File: src/rtl/fifo_arb_pkg.sv
// rtl/fifo_arb_pkg.sv - shared constants and state type for the FIFO write arbiter
package fifo_arb_pkg;

  localparam int FIFO_PTR  = 4;
  localparam int FIFO_DATA = 32;
  localparam int FIFO_NREQ = 4;

  typedef enum logic {
    ARB_IDLE = 1'b0,
    ARB_LOCK = 1'b1
  } arb_state_e;

endpackage

File: src/rtl/fifo_wr_arbiter_if.sv
// rtl/fifo_wr_arbiter_if.sv - producer request bus plus sync_fifo write-port signals
interface fifo_wr_arbiter_if #(
  parameter int NREQ = 4,
  parameter int DATA = 32,
  parameter int PTR  = 4
);

  logic [NREQ-1:0]      req;
  logic [NREQ*DATA-1:0] req_data;
  logic [NREQ-1:0]      gnt;
  logic                 fifo_wren;
  logic [DATA-1:0]      fifo_wdata;
  logic                 fifo_full;
  logic [PTR:0]         fifo_room_avail;

  modport master (
    input  req,
    input  req_data,
    output gnt,
    output fifo_wren,
    output fifo_wdata,
    input  fifo_full,
    input  fifo_room_avail
  );

  modport slave (
    output req,
    output req_data,
    input  gnt,
    input  fifo_wren,
    input  fifo_wdata,
    output fifo_full,
    output fifo_room_avail
  );

endinterface

File: src/rtl/fifo_wr_arbiter_rr_pick.sv
// rtl/fifo_wr_arbiter_rr_pick.sv - combinational round-robin picker, search starts after last_gnt
module rr_pick #(
  parameter int NREQ = 4,
  parameter int LG   = (NREQ > 1) ? $clog2(NREQ) : 1
) (
  input  logic [NREQ-1:0] req,
  input  logic [LG-1:0]   last_gnt,
  output logic [NREQ-1:0] winner
);

  logic found;

  // Outer loop is search order, inner loop keeps every bit-select constant.
  always_comb begin
    winner = '0;
    found  = 1'b0;
    for (int k = 1; k <= NREQ; k++) begin
      for (int j = 0; j < NREQ; j++) begin
        if (!found && req[j] && (j == ((int'(last_gnt) + k) % NREQ))) begin
          winner[j] = 1'b1;
          found     = 1'b1;
        end
      end
    end
  end

endmodule

File: src/rtl/fifo_wr_arbiter.sv
// rtl/fifo_wr_arbiter.sv - round-robin write arbiter sharing one sync_fifo among NREQ producers
// FIFO_ARB_BURST_EN: when defined, a winner keeps the FIFO for up to BURST granted beats.
module fifo_wr_arbiter
  import fifo_arb_pkg::*;
#(
  parameter int NREQ  = FIFO_NREQ,
  parameter int DATA  = FIFO_DATA,
  parameter int PTR   = FIFO_PTR,
  parameter int BURST = 4
) (
  input  logic              clk,
  input  logic              rst,
  fifo_wr_arbiter_if.master bus
);

  localparam int LG = (NREQ > 1) ? $clog2(NREQ) : 1;
  localparam int BW = PTR + 1;

  if (NREQ < 2 || NREQ > 8 || BURST < 1 || BURST > 2**PTR) begin : g_bad_param
    $error("fifo_wr_arbiter: parameter out of range");
  end

  logic            fifo_wren_q, fifo_wren_d;
  logic [DATA-1:0] fifo_wdata_q, fifo_wdata_d;
  logic [LG-1:0]   last_gnt_q, last_gnt_d;
  logic            space_ok;
  logic [NREQ-1:0] eligible;
  logic [NREQ-1:0] pick;
  logic [NREQ-1:0] gnt;
  logic [LG-1:0]   win_idx;
  logic [DATA-1:0] win_data;

  // The write already registered for this cycle still needs a slot.
  assign space_ok = !bus.fifo_full && (bus.fifo_room_avail > {{PTR{1'b0}}, fifo_wren_q});

`ifdef FIFO_ARB_BURST_EN
  arb_state_e      state_q, state_d;
  logic [LG-1:0]   owner_q, owner_d;
  logic [BW-1:0]   beat_q, beat_d;
  logic [NREQ-1:0] owner_mask;

  always_comb begin
    owner_mask = '0;
    for (int i = 0; i < NREQ; i++) begin
      if (owner_q == LG'(i)) owner_mask[i] = 1'b1;
    end
  end

  assign eligible = (state_q == ARB_LOCK) ? (bus.req & owner_mask) : bus.req;

  always_comb begin
    state_d = state_q;
    owner_d = owner_q;
    beat_d  = beat_q;
    case (state_q)
      ARB_IDLE: begin
        if (|gnt && BURST > 1) begin
          state_d = ARB_LOCK;
          owner_d = win_idx;
          beat_d  = {{(BW-1){1'b0}}, 1'b1};
        end
      end
      ARB_LOCK: begin
        // A stall for lack of space keeps the lock; a dropped request releases it.
        if (|gnt) begin
          if (beat_q + 1'b1 == BW'(BURST)) begin
            state_d = ARB_IDLE;
            beat_d  = '0;
          end else begin
            beat_d = beat_q + 1'b1;
          end
        end else if (!(|(bus.req & owner_mask))) begin
          state_d = ARB_IDLE;
          beat_d  = '0;
        end
      end
      default: begin
        state_d = ARB_IDLE;
        beat_d  = '0;
      end
    endcase
  end

  always_ff @(posedge clk) begin
    if (rst) begin
      state_q <= ARB_IDLE;
      owner_q <= '0;
      beat_q  <= '0;
    end else begin
      state_q <= state_d;
      owner_q <= owner_d;
      beat_q  <= beat_d;
    end
  end
`else
  assign eligible = bus.req;
`endif

  rr_pick #(
    .NREQ (NREQ),
    .LG   (LG)
  ) u_rr_pick (
    .req      (eligible & {NREQ{space_ok}}),
    .last_gnt (last_gnt_q),
    .winner   (pick)
  );

  assign gnt     = rst ? '0 : pick;
  assign bus.gnt = gnt;

  always_comb begin
    win_idx  = '0;
    win_data = '0;
    for (int i = 0; i < NREQ; i++) begin
      if (pick[i]) begin
        win_idx  = LG'(i);
        win_data = bus.req_data[i*DATA +: DATA];
      end
    end
  end

  always_comb begin
    fifo_wren_d  = |gnt;
    fifo_wdata_d = fifo_wdata_q;
    last_gnt_d   = last_gnt_q;
    if (|gnt) begin
      fifo_wdata_d = win_data;
      last_gnt_d   = win_idx;
    end
  end

  always_ff @(posedge clk) begin
    if (rst) begin
      fifo_wren_q  <= 1'b0;
      fifo_wdata_q <= '0;
      last_gnt_q   <= LG'(NREQ - 1);
    end else begin
      fifo_wren_q  <= fifo_wren_d;
      fifo_wdata_q <= fifo_wdata_d;
      last_gnt_q   <= last_gnt_d;
    end
  end

  assign bus.fifo_wren  = fifo_wren_q;
  assign bus.fifo_wdata = fifo_wdata_q;

endmodule

File: src/flat_wrapper.sv
// flat-port wrapper written by rule: the top's interface ports become plain ports
module fifo_wr_arbiter_flat import fifo_arb_pkg::*;
#(
  parameter int NREQ  = FIFO_NREQ,
  parameter int DATA  = FIFO_DATA,
  parameter int PTR   = FIFO_PTR,
  parameter int BURST = 4
)
  (clk, rst, bus_req, bus_req_data, bus_gnt, bus_fifo_wren, bus_fifo_wdata, bus_fifo_full, bus_fifo_room_avail);
  fifo_wr_arbiter_if #(.NREQ(NREQ), .DATA(DATA), .PTR(PTR)) bus_i ();
  input  logic clk;
  input  logic rst;
  input wire logic [$bits(bus_i.req)-1:0] bus_req;
  input wire logic [$bits(bus_i.req_data)-1:0] bus_req_data;
  output wire logic [$bits(bus_i.gnt)-1:0] bus_gnt;
  output wire logic [$bits(bus_i.fifo_wren)-1:0] bus_fifo_wren;
  output wire logic [$bits(bus_i.fifo_wdata)-1:0] bus_fifo_wdata;
  input wire logic [$bits(bus_i.fifo_full)-1:0] bus_fifo_full;
  input wire logic [$bits(bus_i.fifo_room_avail)-1:0] bus_fifo_room_avail;
  assign bus_i.req = bus_req;
  assign bus_i.req_data = bus_req_data;
  assign bus_gnt = bus_i.gnt;
  assign bus_fifo_wren = bus_i.fifo_wren;
  assign bus_fifo_wdata = bus_i.fifo_wdata;
  assign bus_i.fifo_full = bus_fifo_full;
  assign bus_i.fifo_room_avail = bus_fifo_room_avail;
  fifo_wr_arbiter #(.NREQ(NREQ), .DATA(DATA), .PTR(PTR), .BURST(BURST)) u_core (.clk(clk), .rst(rst), .bus(bus_i));
endmodule
File: config.mk
export PLATFORM = sky130hd
export DESIGN_NAME = fifo_wr_arbiter_flat
export DESIGN_NICKNAME = d
export VERILOG_FILES = /design/src/rtl/fifo_arb_pkg.sv /design/src/rtl/fifo_wr_arbiter_if.sv /design/src/rtl/fifo_wr_arbiter_rr_pick.sv /design/src/rtl/fifo_wr_arbiter.sv /design/src/flat_wrapper.sv
export SDC_FILE = /design/constraint.sdc
export NUM_CORES = 1
export LEC_CHECK = 0
export ABC_AREA = 1
export CORE_ASPECT_RATIO = 1.2
export CORE_UTILIZATION = 40
export DETAILED_ROUTE_END_ITERATION = 6
export DONT_BUFFER_PORTS = 1
export GPL_ROUTABILITY_DRIVEN = 0
export GPL_TIMING_DRIVEN = 0
export SKIP_CTS_REPAIR_TIMING = 1
export SLEW_MARGIN = 30
export SYNTH_ARGS = -nofsm -noshare
export SYNTH_HDL_FRONTEND = slang
export SYNTH_HIERARCHICAL = 1
export SYNTH_SLANG_ARGS = --single-unit
File: constraint.sdc
create_clock -name clk -period 5.65 [get_ports clk]
set_input_delay 1.13 -clock clk [delete_from_list [all_inputs] [get_ports clk]]
set_output_delay 1.13 -clock clk [all_outputs]
set_load 0.1 [all_outputs]
; ---- Word level (Yosys, flattened, before mapping)
; Index checks and enable logic that the tools add are counted.
[classes]
n_addsub = 4
multipliers = 0
n_div = 0
n_lt_le_gt_ge = 1
n_eq_ne = 12
n_shift = 0
mux = 38
bitwise = 5
n_reduce_logical = 57
[op_table]
columns = operator, n
row1 = 32-bit logical NOT, 4
row2 = 32-bit two-way mux, 4
row3 = 1-bit logical AND, 32
row4 = 1-bit two-way mux, 31
row5 = 3-bit equality test (first input constant), 8
row6 = 1-bit logical NOT, 16
row7 = 2-bit by 3-bit equality test with 1-bit output (first input constant), 4
row8 = 2-bit OR reduction, 4
row9 = 5-bit by 1-bit > comparator with 1-bit output, 1
row10 = 2-bit by 1-bit adder with 2-bit output (second input constant), 2
row11 = 2-bit adder (second input constant), 2
row12 = 1-bit bitwise AND (first input constant), 4
row13 = 4-bit bitwise AND, 1
row14 = 2-bit two-way mux, 2
row15 = 4-bit two-way mux, 1
row16 = 4-bit OR reduction, 1
[word_totals]
register_bits = 35
latch_bits = 0
ramBits = 0
romBits = 0
input_bits = 140
output_inout_bits = 37
word_cells = 120
mem_count = 0

; ---- Longest topological paths before layout
[logic_depth]
ltp_word = 68
ltp_mapped = 21
depth_no_buf = 20

; ---- Modules after synthesis
; Netlist, hierarchy kept.
[by_module_without_submodules]
columns = module, instances, cells_per_inst, area_per_inst_um2, seq_area_each_um2
row1 = fifo_wr_arbiter, 1, 461, 2637.5, 700.7
row2 = rr_pick, 1, 52, 287.8, 0.0

; ---- Worst setup path after synthesis
; Ideal clock, no wire load.
[synth_timing]
path_type = input to output
from = in bus_fifo_room_avail[0]
to = out bus_gnt[1]
arrival_ps = 4421
required_ps = 4520
path_slack_ps = 99
path_stages = 18
path_buffers = 2
cell_sequence = inv_1 -> ha_1 -> nor2_1 -> o21bai_1 -> nor2_1 -> nand3_1 -> nand3_2 -> nor2_2 -> nand4_2 -> nor2_4 -> nand4_4 -> nor2_4 -> nand2_1 -> o21bai_1 -> buf_6 -> inv_2 -> buf_2 -> nor2_1
[synth_via]
elab_chain_len = 58
elab_cells_between_ends = 61
cone_classes = order compare (1) / mux (18) / bitwise (1) / reduce/logical (41)
[synth_rtl]
columns = element, line
row1 = start: declaration, flat_wrapper.sv:19  ; input wire logic [$bits(bus_i.fifo_room_avail)-1:0] bus_fifo_room_avail;
row2 = 5-bit by 1-bit > comparator with 1-bit output *, fifo_wr_arbiter.sv:34  ; assign space_ok = !bus.fifo_full && (bus.fifo_room_avail > {{PTR{1'b0}}, fifo_wren_q});
row3 = 1-bit logical AND *, fifo_wr_arbiter.sv:34
row4 = 4-bit bitwise AND *, fifo_wr_arbiter.sv:103  ; .req (eligible & {NREQ{space_ok}}),
row5 = 1-bit logical AND, fifo_wr_arbiter_rr_pick.sv:19  ; if (!found && req[j] && (j == ((int'(last_gnt) + k) % NREQ))) begin
row6 = 1-bit two-way mux, fifo_wr_arbiter_rr_pick.sv:19
row7 = 1-bit logical NOT, fifo_wr_arbiter_rr_pick.sv:19
row8 = 1-bit logical AND (2 in a row), fifo_wr_arbiter_rr_pick.sv:19
row9 = 1-bit two-way mux, fifo_wr_arbiter_rr_pick.sv:19
row10 = [40 not listed], --
row11 = 1-bit logical NOT, fifo_wr_arbiter_rr_pick.sv:19
row12 = 1-bit logical AND (2 in a row), fifo_wr_arbiter_rr_pick.sv:19
row13 = 1-bit two-way mux, fifo_wr_arbiter_rr_pick.sv:19
row14 = 1-bit logical NOT, fifo_wr_arbiter_rr_pick.sv:19
row15 = 1-bit logical AND (2 in a row), fifo_wr_arbiter_rr_pick.sv:19
row16 = 1-bit two-way mux *, fifo_wr_arbiter_rr_pick.sv:19
row17 = net u_core.pick[1], fifo_wr_arbiter.sv:28  ; logic [NREQ-1:0] pick;
row18 = 4-bit two-way mux *, fifo_wr_arbiter.sv:108  ; assign gnt = rst ? '0 : pick;
row19 = end: declaration, flat_wrapper.sv:15  ; output wire logic [$bits(bus_i.gnt)-1:0] bus_gnt;
; The timed path passes the listed nets; every way through them passes the cells marked *.

; ---- Worst setup path in the final report
[layout_timing]
from = reg u_core.fifo_wren_q, in the netlist u_core/bus.fifo_wren
to = out bus_gnt[0]
[layout_via]
elab_chain_len = 54
elab_cells_between_ends = 56
cone_classes = order compare (1) / mux (16) / bitwise (1) / reduce/logical (38)
[layout_rtl]
columns = element, line
row1 = start: declaration, fifo_wr_arbiter.sv:23  ; logic fifo_wren_q, fifo_wren_d;
row2 = start signal: assignment, fifo_wr_arbiter.sv:138  ; fifo_wren_q <= fifo_wren_d;
row3 = 5-bit by 1-bit > comparator with 1-bit output *, fifo_wr_arbiter.sv:34
row4 = 1-bit logical AND *, fifo_wr_arbiter.sv:34
row5 = 4-bit bitwise AND *, fifo_wr_arbiter.sv:103
row6 = 1-bit logical AND, fifo_wr_arbiter_rr_pick.sv:19
row7 = 1-bit two-way mux, fifo_wr_arbiter_rr_pick.sv:19
row8 = 1-bit logical NOT, fifo_wr_arbiter_rr_pick.sv:19
row9 = 1-bit logical AND (2 in a row), fifo_wr_arbiter_rr_pick.sv:19
row10 = 1-bit two-way mux, fifo_wr_arbiter_rr_pick.sv:19
row11 = [36 not listed], --
row12 = 1-bit logical NOT, fifo_wr_arbiter_rr_pick.sv:19
row13 = 1-bit logical AND (2 in a row), fifo_wr_arbiter_rr_pick.sv:19
row14 = 1-bit two-way mux, fifo_wr_arbiter_rr_pick.sv:19
row15 = 1-bit logical NOT, fifo_wr_arbiter_rr_pick.sv:19
row16 = 1-bit logical AND (2 in a row), fifo_wr_arbiter_rr_pick.sv:19
row17 = 1-bit two-way mux *, fifo_wr_arbiter_rr_pick.sv:19
row18 = net u_core.pick[0], fifo_wr_arbiter.sv:28
row19 = 4-bit two-way mux *, fifo_wr_arbiter.sv:108
; Marked as above.

==> impl_metrics.toml <==
[outcome]
status = "finished, final reports clean"

[worst_setup_path]
worstSetupStartpointType = "flip-flop"
critPathLaunch = "u_core/bus.fifo_wren"
r2r_start = "u_core/bus.fifo_wren"
required_ps = 4520
worstPathMaxFanout = 10
cp_slowest_cell = "dfxtp_1"
critPathMaxStageDelay_ps = 960
crit_path_frequent_cell = "nor2_4"
end_kind = "primary output"
path_class = "reg -> out"
crit_arrival_ps = 4080
crit_chain = "ha_1 -> nor2_1 -> o21bai_1 -> nor2_1 -> nand3_1 -> nand3_2 -> nor2_2 -> nand4_2 -> nor2_4 -> nand4_4 -> nor2_4 -> nand2_1 -> nand4_1 -> buf_4 -> buf_2 -> inv_1 -> nor2_4"

[yosys]
synth-xor-area-share_pct = 0
yosys_most_used_dff = "dfxtp_1"
yosys.area_share.simple_pct = 51.9
synth_top_family_by_area = "simple AND/OR/NAND/NOR gates"
ys_seq_area_share_pct = 24.0
synth_cell_types = 29
syn_area_per_cell_um2 = 5.70
syn_inst = 513
synth_edf_count = 0
synthTopCellsByArea = "dfxtp_1 24%, nand2_1 20%, nand3_1 15%"
synth_seq_cells = 35
synthAdderAreaFrac_pct = 0.428
yosys_warnings = 6
syn-cell-area_um2 = 2930
synth_top_area_share_pct = 24.0
synth_top_area_cell = "dfxtp_1"
synthArstFlopShare_pct = 0
synth_compound_area_share_pct = 12.5
synthMuxAreaShare_pct = 0
syn_nets = 654

[clocking]
root_buffer = "clkbuf_8"
cts_tree = "done"
numClockSinks = 35
cts_buffers = 5
clk_latency_ps = 290
htreeDepth = 2
clkTransAtPathRegs_ps = 80
clockBufferDepth = 2

[floorplanning]
core.rowCount = 33
ios = 177
die_w_um = 80.1
design.core.area_um2 = 6940
die_area_um2 = 7660
start_util_pct = 42.2
die_h_um = 95.7

[timing]
fin_hold_ws_ps = 543
tns_ps = 0
fin_crit_sh_pct = 92.2
rsz0062_at_grt = "no"
relSlewSlack_pct = 31.7
fmax_mhz = 192
finalClockSkew_ps = 6.45
post-route-min-period_ps = 5210
finalSetupViolCount = 0
hold_viol_final = 0
worst_pin_slew_ps = 1020
slew_violations = 0

[finish]
register_area_um2 = 701
multi_input_area_um2 = 1930
final_common_cell = "nand2_1"
final_cell_mix = "158 x nand2_1, 90 x nand3_1, 75 x nor2_1, 35 x dfxtp_1, 33 x a21oi_1"
finish.utilization_pct = 45.7
nFillCells = 788
area_delta_synth_final_pct = 8.30
drive_above_1_share_pct = 11.9
fin_nets = 661
num_antenna_cells = 0

[worst_hold_path]
hold_path_startpoint = "u_core/last_gnt_q[1]"
hold_path.class = "reg -> reg"

[grt]
grt_first_pass_wirelength_um = 14800
antenna_found_initial = 0
grt_pass1_vias = 3011
track_usage_pct = 25.5
grt_start_max_net_pins = 12
grt-ovfl-total = 0

[route]
dr.pass1.iters = 5
drt_iter0_markers = 128
wl_per_cell_um = 16.2
final_antenna_net_count = 0
viasPerCell = 5.47
wirelength_um = 9830
vias = 3327
drc = 0

[power_and_ir_drop]
combPwrFrac_pct = 49.4
power_density_nw_per_um2 = 870
peakVddDrop_mv = 0.361
p_leak_uw = 0.00150
swShare_pct = 66.5
seq_power_share_pct = 42.7
total_power_uw = 2760
p_sw_uw = 1830
p_clk_share_pct = 7.8
p_int_uw = 922

[place]
hpwl_um = 7530
portBuffers = 0

[flow_run]
drv_cap = 0
## power groups by stage
| stage | registers (uW) | clock network (uW) | logic (uW) |
|---|---|---|---|
| 6_report | 1180 | 216 | 1360 |
| 2_1_floorplan | 1150 | 0 | 1060 |
| 4_1_cts | 1180 | 219 | 1360 |
| 5_1_grt | 1190 | 226 | 1540 |
| 3_3_place_gp | 1180 | 0 | 1330 |
| 3_5_place_dp | 1180 | 0 | 1360 |
## sequential cells by signal, indices dropped and copies added, names as in the netlist
| name | count |
|---|---|
| u_core/last_gnt_q | 2 |
| u_core/bus.fifo_wdata | 32 |
| u_core/bus.fifo_wren | 1 |
## worst paths after layout
path / end / slack [ps] / cells after the start
setup / recovery: bus_gnt[0] / 440 / 17
hold / removal: u_core/last_gnt_q[1] / 540 / 2
hold reg to reg: u_core/last_gnt_q[1] / 540 / 2
setup reg to reg: u_core/bus.fifo_wdata[16] / 1820 / 18
## synthesized netlist by cell type, types with 2 or more instances
cell	number
nand2_1	158
nand3_1	90
nor2_1	79
dfxtp_1	35
a21oi_1	33
o21ai_0	20
buf_2	19
inv_1	17
o21ai_1	14
buf_6	7
buf_4	6
nand4_1	6
clkbuf_1	4
inv_2	4
clkbuf_2	3
nor2_4	3
nor2_2	2
o21bai_1	2
## stage by stage
| step | cells | instance area (um^2) | setup WS, ps |
|---|---|---|---|
| 2_1_floorplan | 513 | 2930 | 99.4 |
| 3_3_place_gp | 600 | 3030 | -177 |
| 3_5_place_dp | 600 | 3060 | 535 |
| 4_1_cts | 608 | 3170 | 416 |
| 5_1_grt | 608 | 3170 | 170 |
| 6_report | 608 | 3170 | 443 |
## critical path, delay by kind of cell (launching register included)
kind / cells / cell delay, ps
buffers and inverters: 3 / 520
AO/OA/AOI/OAI: 1 / 240
flip-flops: 1 / 960
AND/OR/NAND/NOR: 12 / 1780
adder cells (fa/ha/maj): 1 / 280
## cell type report
| class | instances | share of cell area [%] |
|---|---|---|
| multi-input combinational | 418 | 60.8 |
| sequential | 35 | 22.1 |
| inverter | 21 | 2.49 |
| buffer | 39 | 7.86 |
| clock inverter | 1 | 0.237 |
| clock buffer | 7 | 3.04 |
| tap | 87 | 3.44 |
## logic make-up (layout without fill, tap and decap cells)
family | after synthesis | count (layout)
adders and majority gates | 1 | 1
and+or+nand+nor | 346 | 346
buffers and inverters | 60 | 68
DFF | 35 | 35
AOI/OAI and AO/OA | 71 | 71
## metal layers
layer  global-route usage (%)  routed length, um  part of all wire (%)
met2                     43.8               4880                    50
met3                     5.74                855                   8.7
met4                     6.70                 93                  0.95
met5                        0                  0                     0
met1                     31.8               4000                    41
Note: power is estimated with default switching activity, not from simulation.
